### config.mk
export PLATFORM = sky130hd
export DESIGN_NAME = oam_dma_ctrl_flat
export DESIGN_NICKNAME = d
export VERILOG_FILES = /design/src/rtl/oam_dma_ctrl_if.sv /design/src/rtl/oam_dma_ctrl.sv /design/src/flat_wrapper.sv
export SDC_FILE = /design/constraint.sdc
export NUM_CORES = 1
export LEC_CHECK = 0
export CAP_MARGIN = 20
export CORE_MARGIN = 2
export CORE_UTILIZATION = 45
export CTS_CLUSTER_SIZE = 28
export DETAILED_ROUTE_END_ITERATION = 16
export HOLD_SLACK_MARGIN = 0.12
export PLACE_DENSITY = 0.77
export RECOVER_POWER = 25
export SLEW_MARGIN = 20
export SYNTH_ARGS = -nofsm -noshare
export SYNTH_HDL_FRONTEND = slang
export SYNTH_SLANG_ARGS = --single-unit
### constraint.sdc
create_clock -name clk -period 1.7 [get_ports clk]
set_input_delay 0.34 -clock clk [delete_from_list [all_inputs] [get_ports clk]]
set_output_delay 0.34 -clock clk [all_outputs]
set_load 0.03 [all_outputs]
### src/rtl/oam_dma_ctrl_if.sv
// Bus bundle between the CPU/timing side and the OAM DMA controller.
// master drives the M-cycle tick and the FF46 write port; slave is the controller.
interface oam_dma_ctrl_if;
  logic        mcyc_en;
  logic        reg_wr;
  logic [7:0]  reg_d;
  logic [7:0]  reg_q;
  logic [15:0] dma_a;
  logic        dma_run;
  logic        oam_addr_ndma;
  logic        vram_to_oam;
  logic        dma_oam_wr;
  logic        dma_done;

  modport master (
    output mcyc_en, reg_wr, reg_d,
    input  reg_q, dma_a, dma_run, oam_addr_ndma, vram_to_oam, dma_oam_wr, dma_done
  );

  modport slave (
    input  mcyc_en, reg_wr, reg_d,
    output reg_q, dma_a, dma_run, oam_addr_ndma, vram_to_oam, dma_oam_wr, dma_done
  );
endinterface

### src/rtl/oam_dma_ctrl.sv
// FF46 OAM DMA sequencer: copies 160 bytes from {src, 0x00..0x9F} into OAM,
// one byte per M-cycle, with restart on rewrite and echo-RAM source mapping.
module oam_dma_ctrl (
  input  logic          clk,
  input  logic          nreset,
  oam_dma_ctrl_if.slave bus
);
  localparam logic [7:0] LAST_IDX = 8'd159;

  typedef enum logic [1:0] {IDLE, START, RUN} state_t;

  state_t     state;
  logic       pend;
  logic       rst_f;
  logic       done_q;
  logic [7:0] new_src;
  logic [7:0] act_src;
  logic [7:0] idx;
  logic [7:0] reg_q;
  logic       dma_run;

  // Sources in 0xE0..0xFF alias work RAM at 0xC0..0xDF.
  function automatic logic [7:0] map_src(input logic [7:0] src);
    return (src >= 8'hE0) ? (src - 8'h20) : src;
  endfunction

  // NOTE: every state register uses <= so all branches see pre-edge values;
  // that is what keeps a write on a tick clock from being consumed by that tick.
  always_ff @(posedge clk) begin
    if (!nreset) begin
      state   <= IDLE;
      pend    <= 1'b0;
      rst_f   <= 1'b0;
      done_q  <= 1'b0;
      new_src <= 8'h00;
      act_src <= 8'h00;
      idx     <= 8'h00;
      reg_q   <= 8'h00;
    end else begin
      done_q <= 1'b0;
      if (bus.mcyc_en) begin
        unique case (state)
          IDLE: begin
            if (pend) begin
              state   <= START;
              act_src <= map_src(new_src);
              pend    <= 1'b0;
              idx     <= 8'h00;
              rst_f   <= 1'b0;
            end
          end
          START: begin
            if (pend) begin
              act_src <= map_src(new_src);
              pend    <= 1'b0;
            end else begin
              state <= RUN;
              idx   <= 8'h00;
            end
          end
          RUN: begin
            if (pend) begin
              state   <= START;
              act_src <= map_src(new_src);
              pend    <= 1'b0;
              idx     <= 8'h00;
              rst_f   <= 1'b1;
            end else if (idx == LAST_IDX) begin
              state  <= IDLE;
              done_q <= 1'b1;
            end else begin
              idx <= idx + 8'd1;
            end
          end
          default: state <= IDLE;
        endcase
      end
      // NOTE: placed after the sequencer so a fresh write re-arms pend even on
      // the tick that clears the previous request.
      if (bus.reg_wr) begin
        new_src <= bus.reg_d;
        reg_q   <= bus.reg_d;
        pend    <= 1'b1;
      end
    end
  end

  // A restart keeps the bus through START; a fresh transfer leaves OAM free there.
  assign dma_run           = (state == RUN) || ((state == START) && rst_f);
  assign bus.dma_run       = dma_run;
  assign bus.oam_addr_ndma = !dma_run;
  assign bus.vram_to_oam   = dma_run && (act_src[7:5] == 3'b100);
  assign bus.dma_oam_wr    = (state == RUN) && bus.mcyc_en && nreset;
  assign bus.dma_a         = {act_src, idx};
  assign bus.dma_done      = done_q;
  assign bus.reg_q         = reg_q;
endmodule

### src/flat_wrapper.sv
// flat-port wrapper written by rule: the top's interface ports become plain ports
module oam_dma_ctrl_flat 
  (clk, nreset, bus_mcyc_en, bus_reg_wr, bus_reg_d, bus_reg_q, bus_dma_a, bus_dma_run, bus_oam_addr_ndma, bus_vram_to_oam, bus_dma_oam_wr, bus_dma_done);
  oam_dma_ctrl_if bus_i ();
  input  logic clk;
  input  logic nreset;
  input wire logic [$bits(bus_i.mcyc_en)-1:0] bus_mcyc_en;
  input wire logic [$bits(bus_i.reg_wr)-1:0] bus_reg_wr;
  input wire logic [$bits(bus_i.reg_d)-1:0] bus_reg_d;
  output wire logic [$bits(bus_i.reg_q)-1:0] bus_reg_q;
  output wire logic [$bits(bus_i.dma_a)-1:0] bus_dma_a;
  output wire logic [$bits(bus_i.dma_run)-1:0] bus_dma_run;
  output wire logic [$bits(bus_i.oam_addr_ndma)-1:0] bus_oam_addr_ndma;
  output wire logic [$bits(bus_i.vram_to_oam)-1:0] bus_vram_to_oam;
  output wire logic [$bits(bus_i.dma_oam_wr)-1:0] bus_dma_oam_wr;
  output wire logic [$bits(bus_i.dma_done)-1:0] bus_dma_done;
  assign bus_i.mcyc_en = bus_mcyc_en;
  assign bus_i.reg_wr = bus_reg_wr;
  assign bus_i.reg_d = bus_reg_d;
  assign bus_reg_q = bus_i.reg_q;
  assign bus_dma_a = bus_i.dma_a;
  assign bus_dma_run = bus_i.dma_run;
  assign bus_oam_addr_ndma = bus_i.oam_addr_ndma;
  assign bus_vram_to_oam = bus_i.vram_to_oam;
  assign bus_dma_oam_wr = bus_i.dma_oam_wr;
  assign bus_dma_done = bus_i.dma_done;
  oam_dma_ctrl u_core (.clk(clk), .nreset(nreset), .bus(bus_i));
endmodule
**Yosys cells after proc, flatten, opt, wreduce, memory -nomap -nowiden**

Cells that the tools add are included.

- Shift operators: 0
- Reductions and logical operators: 18
- $mul: 0
- Bitwise operators: 3
- Magnitude comparators: 1
- Divide/modulo/power cells: 0
- Add/sub/neg operators: 2
- Multiplexer cells: 18
- Eq/ne operators: 9

Operator list:

| operator | number |
|---|---|
| two-way mux 8 bit | 5 |
| case mux 8 bit (3 select lines) | 1 |
| adder 8 x 1 -> 8 bit (second input constant) | 1 |
| == test 8 bit (second input constant) | 1 |
| greater-or-equal comparator 8 bit (second input constant) | 1 |
| two-way mux 2 bit | 4 |
| AND reduction 4 bit | 2 |
| subtractor 8 x 6 -> 8 bit (second input constant) | 1 |
| two-way mux 1 bit | 6 |
| case mux 2 bit (3 select lines) | 1 |
| nonzero test 2 bit | 3 |
| AND reduction 5 bit | 1 |
| logical AND 1 bit | 4 |
| != test 2 x 1 -> 1 bit (second input constant) | 2 |
| OR reduction 4 bit | 1 |
| == test 3 bit (second input constant) | 1 |
| != test 3 x 1 -> 1 bit (second input constant) | 1 |
| != test 3 x 2 -> 1 bit (second input constant) | 1 |
| NOT 1 bit | 3 |
| AND reduction 3 bit | 1 |
| nonzero test 3 bit | 1 |
| OR reduction 3 bit | 1 |
| == test 2 x 1 -> 1 bit (second input constant) | 1 |
| == test 2 bit (second input constant) | 1 |
| 6 further kinds | 6 |

- Input bits: 12
- Memories kept: 0
- Output and inout port bits: 29
- Bits in writable memories: 0
- Bits in latches: 0
- Word-level logic and storage cells: 58
- Bits in read-only memories: 0
- Register bits after elaboration: 29

**Longest topological paths before layout**

- Depth in word-level cells: 5
- Mapped depth: 6
- Mapped depth without buffers: 5

**Least setup slack after synthesis**

OpenSTA, ideal clock, no wires.

- Kind: flip-flop to output port
- Start: register u_core.state[0]
- End: output bus_vram_to_oam
- Stages on the path, launching flop included: 5
- Slack: -516 ps
- Data required time: 1360 ps
- Data arrival time: 1876 ps
- Buffers on the path: 1
- Cells stage by stage: dfxtp_1 buf_6 and2b_1 a21oi_1 nor4b_1

- Longest elaborated chain between the ends: 4
- Elaborated cells between the ends (all ways): 5
- Those cells by class: eq/ne (2); reduce/logical (3)

RTL lines:

| what | line | RTL |
|---|---|---|
| start, declared | oam_dma_ctrl.sv:12 | `state_t state;` |
| start signal, assigned | oam_dma_ctrl.sv:31 | `state <= IDLE;` |
| start signal, assigned | oam_dma_ctrl.sv:45 | `state <= START;` |
| start signal, assigned | oam_dma_ctrl.sv:57 | `state <= RUN;` |
| == test 2 x 1 -> 1 bit | oam_dma_ctrl.sv:89 | `assign dma_run = (state == RUN) \|\| ((state == START) && rst_f);` |
| logical AND 1 bit | oam_dma_ctrl.sv:89 |  |
| logical OR 1 bit (*) | oam_dma_ctrl.sv:89 |  |
| logical AND 1 bit (*) | oam_dma_ctrl.sv:92 | `assign bus.vram_to_oam = dma_run && (act_src[7:5] == 3'b100);` |
| end, declared | flat_wrapper.sv:14 | `output wire logic [$bits(bus_i.vram_to_oam)-1:0] bus_vram_to_oam;` |

Every way passes the cells marked *; elsewhere a longest branch is shown, timed or not.

**Worst setup path after layout**

- Start: register u_core.state[1]
- End: output bus_vram_to_oam

Same word-level chain as after synthesis.

==> reports/qor.csv <==
metric,value,unit
status,"finished, violations left",
critPathArrivalTime,1520,ps
combPwrFrac,16.0,%
yosys_warnings,0,
setup_tns,-223,ps
synth_seq_cells,29,
pre_cts_slack,-79.1,ps
grt_pass1_vias,1285,
synth_top_area_cell,dfxtp_1,
ys_types,40,
num_antenna_cells,0,
yosysSeqAreaShare,41.7,%
setup_viol,2,
p_sw,374,uW
area_growth_syn_to_layout,42.0,%
port_buffers,40,
grt_pass1_wl,5580,um
slew_viol_final,0,
clockRootBuffer,clkbuf_4,
via_per_inst,5.35,
wl,3430,um
core-area,0.00300,mm^2
path_class,reg -> out,
clkLatencyLatePin,330,ps
worstPathMaxFanout,4,
drive_gt1_share,20.2,%
holdWs,471,ps
antenna_found_initial,0,
critical-path-top-delay-family,simple AND/OR/NAND/NOR gates,
slew_headroom,54.7,%
drc,0,
std_cell_rows,20,
violations,setup timing,
wl_per_cell,14.0,um
synth_area_leaders,"dfxtp_1 42%, mux2i_1 7.9%, nand2_1 5.7%",
async_flop_share,0,%
worstPathCellList,"and2b_1, a21oi_2, buf_4, nor4b_4, buf_6",
rsz0062_at_grt,true,
vias,1317,
skew,7.61,ps
critPathLaunchType,flop,
p_sw_share,27.3,%
power_frac_seq,52.3,%
gr-usage-met2,36.3,%
syn_nets,165,
cts_sinks,29,
cts_tree,done,
io_pins,41,
synth_cells,151,
fin_ws,-165,ps
slowest_delay,340,ps
use_met3,8.30,%
hp-class,reg -> reg,
grt_start_max_net_pins,27,
required,1360,ps
die_height,59.6,um
ys.flop_type,dfxtp_1,
p_int,996,uW
die-area,0.00356,mm^2
die_x,59.6,um
grt_busiest_layer,met2,
cts_max_level,2,
drtIter0Drc,36,
clk_pin_slew,90,ps
cts_buffer_depth,2,
drt_first_pass_iters,4,
p_clk_share,31.7,%
initial_core_util,46.4,%
worst_pin_slew,679,ps
finalCritPeriodShare,110,%
postCtsHoldBufs,0,
grt.overflow.total,0,
post-route-min-period,1860,ps
hold_viol,0,
placed_area,0.00193,mm^2
power.density,692,mW/mm^2
power.leakage,0.879,nW
fmax,0.536,GHz
fin_area,0.00198,mm^2
finalNetCount,227,
numCtsBuffers,5,
ir_drop,533,uV
worst-path-buf-inv,2,
grtUsageMet1,23.4,%
syn_area,0.00139,mm^2
synth_edf_count,0,
synth_top_area_share,41.7,%
avgSynthCellArea,9.22,um^2
maxCapViolCount,0,
antenna_left,0,
gp_congestion,0.860,
crit_slowest_cell,dfxtp_2,
track_usage,21.0,%
worstSetupEndpointType,primary output,
dp_hpwl,2420,um
## path summary, 6_finish.rpt
kind	cells after the start	startpoint	end	slack (ps)
setup / recovery	5	u_core.state[1]	bus_vram_to_oam	-160
hold reg to reg	2	u_core.act_src[1]	u_core.act_src[1]	470
hold / removal	2	u_core.act_src[1]	u_core.act_src[1]	470
setup reg to reg	5	u_core.state[0]	u_core.idx[0]	150
## synthesized netlist by cell type (2+ instances only)
cell type  number
a211oi_1        2
a21boi_0        9
a21oi_1         8
and3_1          2
buf_6           2
clkbuf_1        2
clkbuf_8        2
dfxtp_1        29
ha_1            2
inv_1           3
mux2i_1        11
nand2_1        21
nand2b_1        2
nand3_1        13
nand3b_1        2
nand4_1         2
nor2_1          3
nor2b_1        12
o21ai_0         2
xor2_1          2
## timing repair
action                     4_1_cts  5_1_grt
setup buffers                    1        3
cloned                           0        0
hold endpoints to repair         0        0
resized for setup               29       11
setup endpoints to repair       26        7
## routing by layer
metal / up-vias / wire (um)
met1: 595 / 1420
met5: - / 0
met4: 0 / 36
li1: 652 / -
met3: 7 / 258
met2: 63 / 1720
## area by class of cell
cell class	count	area, um^2
fillers	263	1020
multi-input cells	112	762
flip-flops and latches	29	586
repair buffers	62	523
clock buffers	7	55.1
well taps	33	41.3
inverters	3	11.3
## flip-flops by register name, indices dropped and copies added (netlist names)
| signal | cells |
|---|---|
| u_core.idx | 8 |
| u_core.new_src | 8 |
| u_core.bus.dma_done | 1 |
| u_core.state | 2 |
| u_core.pend | 1 |
| u_core.rst_f | 1 |
| u_core.act_src | 8 |
## cell usage in the layout (no fill, tap or decap), types with 4 or more instances in the layout
master	netlist	layout
a21boi_0	9	9
buf_4	0	17
clkbuf_1	2	7
buf_6	2	4
a21oi_1	8	7
mux2i_1	11	11
dlygate4sd2_1	0	22
nor2b_1	12	11
dfxtp_1	29	27
clkbuf_4	0	5
nand2_1	21	21
nand3_1	13	13
clkdlybuf4s50_1	0	10
## worst reg2reg max path: cells and delay by family (launching register included)
kind,cells,cell delay [ps]
AOI/OAI and AO/OA,2,550
DFF,1,370
and+or+nand+nor,2,450
buffers and inverters,1,100
## stage by stage
stage          std cells  utilization (%)  total power [mW]
3_5_place_dp         236             64.3             0.958
6_report             246             65.9              1.37
5_1_grt              246             65.9              1.43
2_1_floorplan        151                -             0.861
4_1_cts              244             65.9              1.38
3_3_place_gp         236             64.3             0.950
## power groups by stage
stage / combinational [mW] / clock, mW / sequential (mW)
global placement: 0.219 / 0 / 0.731
floorplan: 0.0943 / 0 / 0.767
CTS: 0.217 / 0.445 / 0.717
detailed placement: 0.226 / 0 / 0.732
global route: 0.236 / 0.471 / 0.719
finish: 0.219 / 0.434 / 0.716
## kinds of logic after synthesis
kind of cell / Yosys count / synth area share [%]
adders and majority gates: 2 / 1.80
xor gates and xnor gates: 2 / 1.26
muxes: 11 / 7.91
and+or+nand+nor: 67 / 26.1
buffers and inverters: 10 / 5.30
AOI/OAI and AO/OA: 30 / 15.9
DFF: 29 / 41.7
(Power assumes the default switching activity.)
